[src/rtl/mvau_pkg.sv]
// mvau_pkg: shared defaults and result-width helper for the XNOR MVU PE (see MVU_XNOR_BIPOLAR_EN).
package mvau_pkg;
  localparam int SIMD_DEF = 16;
  localparam int SF_DEF = 4;
  localparam int TDSTI_DEF = 16;
  function automatic int result_width(int simd, int sf, bit bipolar);
    return $clog2(simd * sf + 1) + (bipolar ? 1 : 0);
  endfunction
endpackage

[src/rtl/mvu_popcount.sv]
// mvu_popcount: combinational popcount built as a recursive binary adder tree.
module mvu_popcount #(
  parameter int SIMD = 16
) (
  input  logic [SIMD-1:0]              v,
  output logic [$clog2(SIMD+1)-1:0]    cnt
);
  localparam int PW = $clog2(SIMD + 1);
  if (SIMD == 1) begin : g_leaf
    assign cnt = v;
  end else begin : g_node
    localparam int L = SIMD / 2;
    localparam int R = SIMD - L;
    logic [$clog2(L+1)-1:0] a;
    logic [$clog2(R+1)-1:0] b;
    mvu_popcount #(.SIMD(L)) u_l (.v(v[L-1:0]), .cnt(a));
    mvu_popcount #(.SIMD(R)) u_r (.v(v[SIMD-1:L]), .cnt(b));
    assign cnt = PW'(a) + PW'(b);
  end
endmodule

[src/rtl/mvu_pe_xnor_acc.sv]
// mvu_pe_xnor_acc: 2-stage XNOR/popcount fold accumulator with valid/ready handshake.
// Define MVU_XNOR_BIPOLAR_EN for signed bipolar output 2*sum - SIMD*SF.
module mvu_pe_xnor_acc
  import mvau_pkg::*;
#(
  parameter int SIMD  = SIMD_DEF,
  parameter int SF    = SF_DEF,
  parameter int TDstI = TDSTI_DEF
) (
  input  logic             clk,
  input  logic             rst_n,
  input  logic             in_v,
  output logic             in_rdy,
  input  logic [SIMD-1:0]  in_act,
  input  logic [SIMD-1:0]  in_wgt,
  output logic             out_v,
  input  logic             out_rdy,
  output logic [TDstI-1:0] out
);
`ifdef MVU_XNOR_BIPOLAR_EN
  localparam bit BIP = 1'b1;
`else
  localparam bit BIP = 1'b0;
`endif
  localparam int AW = result_width(SIMD, SF, 1'b0);
  localparam int PW = $clog2(SIMD + 1);
  localparam int CW = SF > 1 ? $clog2(SF) : 1;
  if (TDstI < result_width(SIMD, SF, BIP)) begin : g_width_chk
    $error("mvu_pe_xnor_acc: TDstI too narrow for SIMD*SF result");
  end
  logic            stall, accept, s1_v, s1_last, cnt_last;
  logic [SIMD-1:0] s1_vec;
  logic [CW-1:0]   cnt;
  logic [AW-1:0]   acc, sum;
  logic [PW-1:0]   pop;
  logic [TDstI-1:0] res;
  assign stall    = out_v && !out_rdy;
  assign in_rdy   = !stall;
  assign accept   = in_v && in_rdy;
  assign cnt_last = cnt == CW'(SF - 1);
  mvu_popcount #(.SIMD(SIMD)) u_pop (.v(s1_vec), .cnt(pop));
  assign sum = acc + AW'(pop);
`ifdef MVU_XNOR_BIPOLAR_EN
  assign res = TDstI'({sum, 1'b0}) - TDstI'(SIMD * SF);
`else
  assign res = TDstI'(sum);
`endif
  always_ff @(posedge clk) begin
    if (!rst_n) begin
      s1_v    <= 1'b0;
      s1_last <= 1'b0;
      s1_vec  <= '0;
      cnt     <= '0;
      acc     <= '0;
      out_v   <= 1'b0;
      out     <= '0;
    end else if (!stall) begin
      s1_v  <= accept;
      out_v <= s1_v && s1_last;
      if (accept) begin
        s1_vec  <= in_act ~^ in_wgt;
        s1_last <= cnt_last;
        cnt     <= cnt_last ? '0 : cnt + 1'b1;
      end
      if (s1_v) begin
        acc <= s1_last ? '0 : sum;
        if (s1_last) out <= res;
      end
    end
  end
endmodule

[config.mk]
export PLATFORM = sky130hd
export DESIGN_NAME = mvu_pe_xnor_acc
export DESIGN_NICKNAME = d
export VERILOG_FILES = /design/src/rtl/mvau_pkg.sv /design/src/rtl/mvu_popcount.sv /design/src/rtl/mvu_pe_xnor_acc.sv
export SDC_FILE = /design/constraint.sdc
export NUM_CORES = 1
export LEC_CHECK = 0
export CORE_UTILIZATION = 50
export DETAILED_ROUTE_END_ITERATION = 8
export DONT_BUFFER_PORTS = 1
export GPL_ROUTABILITY_DRIVEN = 1
export PLACE_DENSITY_LB_ADDON = 0.08
export SYNTH_ARGS = -nofsm -noshare
export SYNTH_HDL_FRONTEND = slang
export SYNTH_SLANG_ARGS = --single-unit
[constraint.sdc]
create_clock -name clk -period 7.7 [get_ports clk]
set_clock_uncertainty 0.1 [all_clocks]
set_input_delay 1.54 -clock clk [delete_from_list [all_inputs] [get_ports clk]]
set_output_delay 1.54 -clock clk [all_outputs]
set_load 0.005 [all_outputs]
# Yosys cells after proc, flatten, opt, wreduce, memory -nomap -nowiden
# Index checks and enable logic that the tools add are counted.
dict set report word_totals {
  regBits 35
  input_bits 36
  out_inout_bits 18
  word_cells 37
}
dict set report op_classes {
  add_sub_neg 17
  n_eq_ne 1
  n_mux 2
  n_bitwise 2
  n_reduce_logical 8
}
# operator n
set ops {}
lappend ops {{1-bit by 1-bit adder with 2-bit output} 8}
lappend ops {{16-bit XNOR} 1}
lappend ops {{2-bit by 2-bit adder with 3-bit output} 4}
lappend ops {{3-bit by 3-bit adder with 4-bit output} 2}
lappend ops {{7-bit by 5-bit adder with 7-bit output} 1}
lappend ops {{7-bit two-way mux} 1}
lappend ops {{4-bit by 4-bit adder with 5-bit output} 1}
lappend ops {{2-bit AND reduction} 2}
lappend ops {{1-bit logical AND} 3}
lappend ops {{3-bit AND reduction} 1}
lappend ops {{2-bit by 1-bit adder with 2-bit output (second input constant)} 1}
lappend ops {{2-bit equality test (second input constant)} 1}
lappend ops {{1-bit zero test} 2}
lappend ops {{2-bit two-way mux} 1}
lappend ops {{1-bit inverter} 1}

# Depth between registers and ports, before layout
# Gate-level depths: netlist of run 1.
dict set report logic_depth {
  depth_word 6
  depth_mapped 11
}

# By module
# From an unflattened synthesis of run 1, not the netlist that was laid out.
dict set report hier_totals {
  hier_cells 296
  hier_area_um2 2476.1
}
# module n_inst cells_per_inst area_per_inst_um2 seq_area_each_um2
set by_module_without_submodules {}
lappend by_module_without_submodules {mvu_pe_xnor_acc 1 204 1724.2 700.7}
lappend by_module_without_submodules {{mvu_popcount at u_pop.g_node.u_l.g_node.u_l ...} 4 7 51.3 0.0}
lappend by_module_without_submodules {{mvu_popcount at u_pop.g_node.u_l ...} 2 12 95.1 0.0}
lappend by_module_without_submodules {{mvu_popcount at u_pop} 1 16 136.4 0.0}
lappend by_module_without_submodules {{mvu_popcount at u_pop.g_node.u_l.g_node.u_l.g_node.u_l.g_node.u_l ...} 16 1 7.5 0.0}
lappend by_module_without_submodules {{mvu_popcount at u_pop.g_node.u_l.g_node.u_l.g_node.u_l ...} 8 1 12.5 0.0}

# Least setup slack after synthesis of run 1
# Ideal clock, no wire load.
dict set report synth_timing {
  path_kind {register to register}
  start {reg s1_vec[3]}
  end {reg acc[6]}
  setup_ns 0.074
  arrival_ns 3.888
  required_time_ns 7.526
  slack_ns 3.638
  path_stages_with_launch 12
  synth_period_minus_slack_ns 4.062
  path_cell_list {dfxtp_1 -> fa_1 -> inv_1 -> fa_1 -> fa_1 -> fa_1 -> fa_1 -> fa_1 -> nor2b_4 -> o2111ai_2 -> a2111o_1 -> a31oi_1}
}
dict set report synth_between {
  elab_chain_cells 6
}
# item line_no
set synth_rtl {}
lappend synth_rtl {{from (decl)} mvu_pe_xnor_acc.sv:32} ;# logic [SIMD-1:0] s1_vec;
lappend synth_rtl {{from (signal assigned)} mvu_pe_xnor_acc.sv:61} ;# s1_vec <= in_act ~^ in_wgt;
lappend synth_rtl {{1-bit by 1-bit adder with 2-bit output} mvu_popcount.sv:18} ;# assign cnt = PW'(a) + PW'(b);
lappend synth_rtl {{2-bit by 2-bit adder with 3-bit output} mvu_popcount.sv:18}
lappend synth_rtl {{3-bit by 3-bit adder with 4-bit output} mvu_popcount.sv:18}
lappend synth_rtl {{4-bit by 4-bit adder with 5-bit output} mvu_popcount.sv:18}
lappend synth_rtl {{7-bit by 5-bit adder with 7-bit output} mvu_pe_xnor_acc.sv:42} ;# assign sum = acc + AW'(pop);
lappend synth_rtl {{7-bit two-way mux} mvu_pe_xnor_acc.sv:66} ;# acc <= s1_last ? '0 : sum;
lappend synth_rtl {{to (signal assigned)} mvu_pe_xnor_acc.sv:66}
lappend synth_rtl {{to (decl)} mvu_pe_xnor_acc.sv:34} ;# logic [AW-1:0] acc, sum;
# No other way between the ends.
# A chain may end at the register's enable or synchronous reset.

# Worst setup path in the final report of run 1
# Ends and elaborated chain as after synthesis.

==> results of run 1 <==
layout by cell type, fill, tap and decap left out, types with 7 or more instances in the layout:
cell type,n
conb_1,9
dfxtp_1,35
a21oi_1,27
clkbuf_8,7
nand2_1,44
inv_1,19
ha_1,9
fa_1,12
xnor2_1,16
metal layers:
layer / track usage / part of all wire
met2: 0.285 / 0.47
met5: 0 / 0
met1: 0.247 / 0.46
met4: 0.0798 / 0.017
met3: 0.0548 / 0.052
kinds of logic (layout without fill, tap and decap cells):
| logic type | count (synthesis) | after routing | share of synthesized area |
|---|---|---|---|
| flops | 35 | 35 | 0.333 |
| compound gates | 51 | 51 | 0.159 |
| buf+inv | 41 | 28 | 0.0982 |
| xor+xnor | 17 | 17 | 0.0708 |
| simple gates | 76 | 76 | 0.170 |
| fa+ha+maj | 21 | 21 | 0.168 |
| other cells | 1 | 9 | 0.00178 |
final cells by class:
class                      count  area, sq um  area share
tap                           50         62.6      0.0289
multi-input combinational    174         1230       0.566
sequential                    35          701       0.324
inverter                      20         75.1      0.0347
clock buffer                   8          100      0.0462
flip-flops by register name, indices dropped and copies added, names as in the netlist:
name / cells
s1_vec: 16
out: 7
s1_v: 1
out_v: 1
acc: 7
s1_last: 1
cnt: 2
through the flow:
| step | total power, uW | hold slack [ns] | utilization | cell area [sq um] | std cells |
|---|---|---|---|---|---|
| final | 512 | 0.350 | 0.537 | 2160 | 287 |
| after global routing | 558 | 0.372 | 0.537 | 2160 | 287 |
| after CTS | 522 | 0.355 | 0.537 | 2160 | 287 |
| after detailed placement | 375 | 0.345 | 0.512 | 2060 | 279 |
| after global placement | 368 | 0.347 | 0.512 | 2060 | 279 |
| after floorplan | 347 | 0.332 | - | 2130 | 250 |
power by group through the flow:
stage | clock network, uW | registers, uW | logic (uW)
after global routing | 158 | 204 | 196
final | 143 | 203 | 167
after CTS | 149 | 203 | 170
after detailed placement | 0 | 207 | 168
after floorplan | 0 | 204 | 143
after global placement | 0 | 206 | 162
worst min-delay path: stages (launching register included):
cell and delay (ns):
dfxtp_1 0.31, nand2_1 0.05, a21oi_1 0.05
path summary, 6_finish.rpt:
path | endpoint | start | depth (start not counted) | slack, ns
max | acc[6]$_SDFFE_PN0P_ | s1_vec[3]$_SDFFE_PN0P_ | 11 | 3.44
min | s1_vec[10]$_SDFFE_PN0P_ | s1_vec[10]$_SDFFE_PN0P_ | 2 | 0.35
max reg2reg | acc[6]$_SDFFE_PN0P_ | s1_vec[3]$_SDFFE_PN0P_ | 11 | 3.44
min reg2reg | s1_vec[10]$_SDFFE_PN0P_ | s1_vec[10]$_SDFFE_PN0P_ | 2 | 0.35
==> results.txt, run 1 <==
post-route setup slack = 3.44 ns
vias in the first global route = 1,428
GRT Util Overall = 0.188
setup_tns = 0 ns
core area = 4030 sq um
initial antenna violation count = 0
Layout Nets = 293
max-slew violation count = 0
area grow syn2layout = 2.92%
post_cts resized = 0
ANT cells = 0
crit-path most repeated cell = fa_1
Synth area leader = dfxtp_1
Sw Ratio = 0.313
critical path's top delay family = adder cells
VDD IR max = 128 uV
RSZ-0062 raised after global routing = false
Slew HR = 0.575
first-pass GRT wire length = 6.23 mm
sinks on the clock net = 35
# hold bufs at CTS = 0
Ys Warns = 0
Hold WC Path Type = register to register
Overflow after GRT = 0
Placer Congestion = 0.775
Setup Buffers After CTS = 0
Post-synth EDFFs = 0
Post-synth ARST share = 0
Leak = 0.000842 uW
critical path capture point type = register
delay of the slowest critical-path stage = 0.54 ns
Flop pwr share = 0.396
top post-synthesis cells by count = nand2_1, dfxtp_1, a21oi_1
Final Hold Vio Count = 0
initial core utilization = 0.522
Final setup viols = 0
I/O Buffers = 0
worst-path fanout max = 4
Bufs and invs on worst path = 1
Skew-Pair Late Insertion Delay = 0.28 ns
WL final = 3.76 mm
die width = 66.9 um
CP max-delay cell = fa_1
ys flop type = dfxtp_1
Tmin final = 4.26 ns
DP Wirelength = 2.93 mm
cells along the critical path = fa_1 > inv_1 > fa_1 > fa_1 > fa_1 > fa_1 > fa_1 > nor2b_4 > o2111ai_2 > a2111o_1 > a31oi_1
pin count of the biggest net entering global routing = 30
antenna viol nets, final = 0
Die Area = 4470 sq um
period utilization = 0.553
top-level port count = 54
DRC = 0
Syn Area/Cell = 8.69 sq um
CTS Root Cell = clkbuf_8
via count = 1,583
Int Power = 352 uW
wire per inst = 13.1 um
Die H = 66.9 um
Worst-Margin Slew = 0.636 ns
Clock Path Buffers = 2
clock-pin slew on the worst setup and hold paths = 0.07 ns
Setup CP Type = register to register
number of synthesized register bits = 35
CP Launch Type = register
logic gate share of total power = 0.325
FP Rows = 23
Fmax = 235 MHz
dpl ws = 3.44 ns
fillers = 400
share of layout cells above drive strength 1 = 0.0506
Yosys top cell area share = 0.333
routed vias/inst = 5.52
outcome = completed
worst endpoint required time = 7.81 ns
synthesized area = 2100 sq um
WP data arrival = 4.36 ns
max cap viols = 0
post-synth cell types = 42
H-tree depth = 2
Detailed Route Iter0 Violations = 117
CTS buffer count = 5
Post-Synthesis Cells = 242
CTS tree = done
clock network power share = 0.279
most numerous cell in the Yosys netlist = nand2_1
Seq/Total Area, Yosys = 0.333
sw power = 160 uW
Cell Pwr Density = 237 nW/um^2
synth top area cells = dfxtp_1, fa_1, nand2_1
1st-pass router iterations = 4
No activity file was read; power rests on OpenSTA's default activity.
==> run 2, diff against run 1 <==
--- a/config.mk
+++ b/config.mk
@@ -5,6 +5,7 @@
 export SDC_FILE = /design/constraint.sdc
 export NUM_CORES = 1
 export LEC_CHECK = 0
+export ABC_AREA = 1
 export CORE_UTILIZATION = 50
 export DETAILED_ROUTE_END_ITERATION = 8
 export DONT_BUFFER_PORTS = 1
==> constraint.sdc (replaced) <==
create_clock -name clk -period 3.4 [get_ports clk]
set_clock_uncertainty 0.1 [all_clocks]
set_input_delay 0.68 -clock clk [delete_from_list [all_inputs] [get_ports clk]]
set_output_delay 0.68 -clock clk [all_outputs]
set_load 0.005 [all_outputs]
==> run 2 against run 1 <==
- the flow now finishes with violations (setup timing)
- combinational power grew to 5.7 times the previous value
- worst hold slack gained 0.019 ns
- worst setup slack lost 3.9 ns
- sequential power grew 130%
- cell count grew 5.2%
- synthesized cell count grew 2.1%
- sequential cell count is the same
- synthesized area shrank 2.3%
- count of clock-buffer cells in the layout shrank 2
- non-clock buffer count grew 7
- critical path type unchanged
- largest power group is now combinational cells
==> results.txt, run 2 <==
Min Hold Slack = 0.369 ns (+0.0193 ns)
met3 Use GR = 0.0534 (-0.00135)
cells along the critical path = fa_1 > inv_1 > fa_1 > fa_1 > fa_1 > fa_2 > fa_2 > inv_2 > nand2_2 > nand2_4 > nand3_2 > nand2_2 > nand2_2 > nand2_1 > nand2_1 > nand2_1 > inv_1
RSZ-0062 raised after global routing = true
delay of the slowest critical-path stage = 0.53 ns (about the same)
Synth area leader = dfxtp_1
crit-path most repeated cell = fa_1
Syn Area/Cell = 8.32 sq um (-4.3%)
H-tree depth = 2 (unchanged)
max cap viols = 0 (unchanged)
worst r2r src = s1_vec[9]$_SDFFE_PN0P_
Setup crit start = s1_vec[9]$_SDFFE_PN0P_
failing checks = setup timing
post-synth cell types = 30 (-29%)
dpl ws = -0.449 ns (-3.89 ns)
sw power = 633 uW (+300%)
DP Wirelength = 2.53 mm (-14%)
Sw Ratio = 0.370 (+0.0577)
DP Area = 2060 sq um (-0.24%)
max-slew violation count = 0 (unchanged)
Layout Nets = 310 (+5.8%)
top post-synthesis cells by count = inv_1, dfxtp_1, nand2_1
CTS tree = done
outcome = finished with violations
Die Area = 4370 sq um (-2.2%)
via count = 1,465 (-7.5%)
die width = 66.1 um (-1.1%)
gr busiest metal = met2
WP data arrival = 3.95 ns (-0.41 ns)
clock-pin slew on the worst setup and hold paths = 0.07 ns (about the same)
most frequent cells in the layout = inv_1, dfxtp_1, a21oi_1, nand2_1, o21ai_0
Post-synth EDFFs = 0 (unchanged)
area grow syn2layout = 9.62%
Final setup viols = 12 (+12)
VDD IR max = 441 uV (+250%)
Fmax = 259 MHz (+10%)
# hold bufs at CTS = 0 (unchanged)
share of layout cells above drive strength 1 = 0.157 (+0.107)
Tmin final = 3.87 ns (-0.390 ns)
vias in the first global route = 1,348 (-5.6%)
Clock Path Buffers = 2 (unchanged)
Post-Synthesis Cells = 247 (+2.1%)
DRC = 0 (unchanged)
1st-pass router iterations = 4 (unchanged)
CTS Root Cell = clkbuf_8
max FFs per register = 16 (unchanged)
number of synthesized register bits = 35 (unchanged)
setup_tns = -3.95 ns (-3.95 ns)
GRT Util Overall = 0.179 (-0.00938)
worst endpoint required time = 3.49 ns (-4.32 ns)
WL final = 3.48 mm (-7.6%)
Yosys top cell area share = 0.341 (+0.00791)
GR Layer Usage met1 = 0.243 (-0.00389)
CTS buffer count = 5 (unchanged)
Int Power = 1080 uW (+210%)
routed vias/inst = 4.85 (-12%)
Final Hold Vio Count = 0 (unchanged)
initial core utilization = 0.541 (+0.0188)
Ys Warns = 0 (unchanged)
hold path start = acc[4]$_SDFFE_PN0P_
largest register by flop count = s1_vec
top-level port count = 54 (unchanged)
ANT cells = 0 (unchanged)
antenna viol nets, final = 0 (unchanged)
CP max-delay cell = fa_1
synth top area cells = dfxtp_1, fa_1, inv_1
ys flop type = dfxtp_1
post-route setup slack = -0.465 ns (-3.91 ns)
Overflow after GRT = 0 (unchanged)
most numerous cell in the Yosys netlist = inv_1
logic gate share of total power = 0.555 (+0.230)
sinks on the clock net = 35 (unchanged)
core area = 3800 sq um (-5.7%)
Hold WC Path Type = register to register
initial antenna violation count = 0 (unchanged)
CP Launch Type = register
leading cell type in the layout, fill and taps excluded = inv_1
clock network power share = 0.168 (-0.111)
Post-synth ARST share = 0 (unchanged)
Seq/Total Area, Yosys = 0.341 (+0.00791)
synthesized area = 2050 sq um (-2.3%)
Detailed Route Iter0 Violations = 60 (-49%)
Skew-Pair Late Insertion Delay = 0.28 ns (about the same)
Placer Congestion = 0.829 (+7.0%)
Flop pwr share = 0.277 (-0.119)
final instance area = 2250 sq um (+4.0%)
critical path capture point type = register
I/O Buffers = 0 (unchanged)
FP Rows = 22 (-4.3%)
Setup CP Type = register to register
Leak = 0.00103 uW (+22%)
Die H = 66.1 um (-1.1%)
period utilization = 1.14 (+0.584)
first-pass GRT wire length = 5.80 mm (-6.9%)
pin count of the biggest net entering global routing = 25 (-17%)
top flop regs = s1_vec (16), acc (7), out (7)
wire per inst = 11.5 um (-12%)
fillers = 349 (-13%)
worst-path fanout max = 3 (-1)
Cell Pwr Density = 759 nW/um^2 (+220%)
GRT met2 Usage = 0.268 (-0.0175)
==> run 2: area by class of cell <==
class | count | area, sq um | area share
Multi-Input combinational cell | 164 | 1190 | 0.529
Timing Repair Buffer | 7 | 60.1 | 0.0267
Clock buffer | 6 | 72.6 | 0.0322
Tap cell | 48 | 60.1 | 0.0267
Inverter | 40 | 153 | 0.0678
Sequential cell | 35 | 702 | 0.312
Clock inverter | 2 | 12.5 | 0.00556
==> run 2: routing by layer <==
layer | wire length (um) | part of all wire | up-vias
met3 | 147 | 0.042 | 2
met5 | 0 | 0 | -
met1 | 1750 | 0.50 | 658
met4 | 21 | 0.0060 | 0
met2 | 1550 | 0.45 | 39
li1 | - | - | 766
==> run 2: power by group through the flow <==
stage | logic (uW) | clock network (uW) | registers [uW]
6_report | 949 | 286 | 474
5_1_grt | 1050 | 313 | 479
4_1_cts | 731 | 300 | 474
3_5_place_dp | 669 | 0 | 483
3_3_place_gp | 677 | 0 | 483
2_1_floorplan | 503 | 0 | 478
==> run 2: path summary, 6_finish.rpt <==
check	end	slack, ns	cells after the start
worst max-delay path	out[6]$_SDFFE_PN0P_	-0.47	17
worst min-delay path	acc[4]$_SDFFE_PN0P_	0.37	2
worst max register to register	out[6]$_SDFFE_PN0P_	-0.47	17
worst min register to register	acc[4]$_SDFFE_PN0P_	0.37	2
==> run 2: worst max-delay path, delay by kind of cell (launching register included) <==
| family | cells | cell delay, ns |
|---|---|---|
| adders and majority gates | 6 | 2.69 |
| DFF | 1 | 0.32 |
| and+or+nand+nor | 8 | 0.51 |
| buffers and inverters | 3 | 0.15 |
==> run 2: repair_timing <==
action | 4_1_cts | 5_1_grt
pin swaps | 4 | 7
setup endpoints to repair | 12 | 12
setup buffers | 1 | 3
endpoints found under the hold margin | 0 | 0
resized for setup | 5 | 15
==> run 2: through the flow <==
stage | instances | power [uW] | utilization
after floorplan | 255 | 981 | -
after global routing | 302 | 1840 | 0.593
after detailed placement | 290 | 1150 | 0.542
after CTS | 299 | 1510 | 0.571
final | 302 | 1710 | 0.593
after global placement | 290 | 1160 | 0.542
==> run 2: cell families (layout without fill, tap and decap cells) <==
group,Yosys count,in the layout,synth area share
xor+xnor,18,18,0.0767
flops,35,35,0.341
fa+ha+maj,21,21,0.172
compound gates,53,53,0.135
simple gates,63,63,0.144
buf+inv,56,55,0.130
other cells,1,9,0.00183
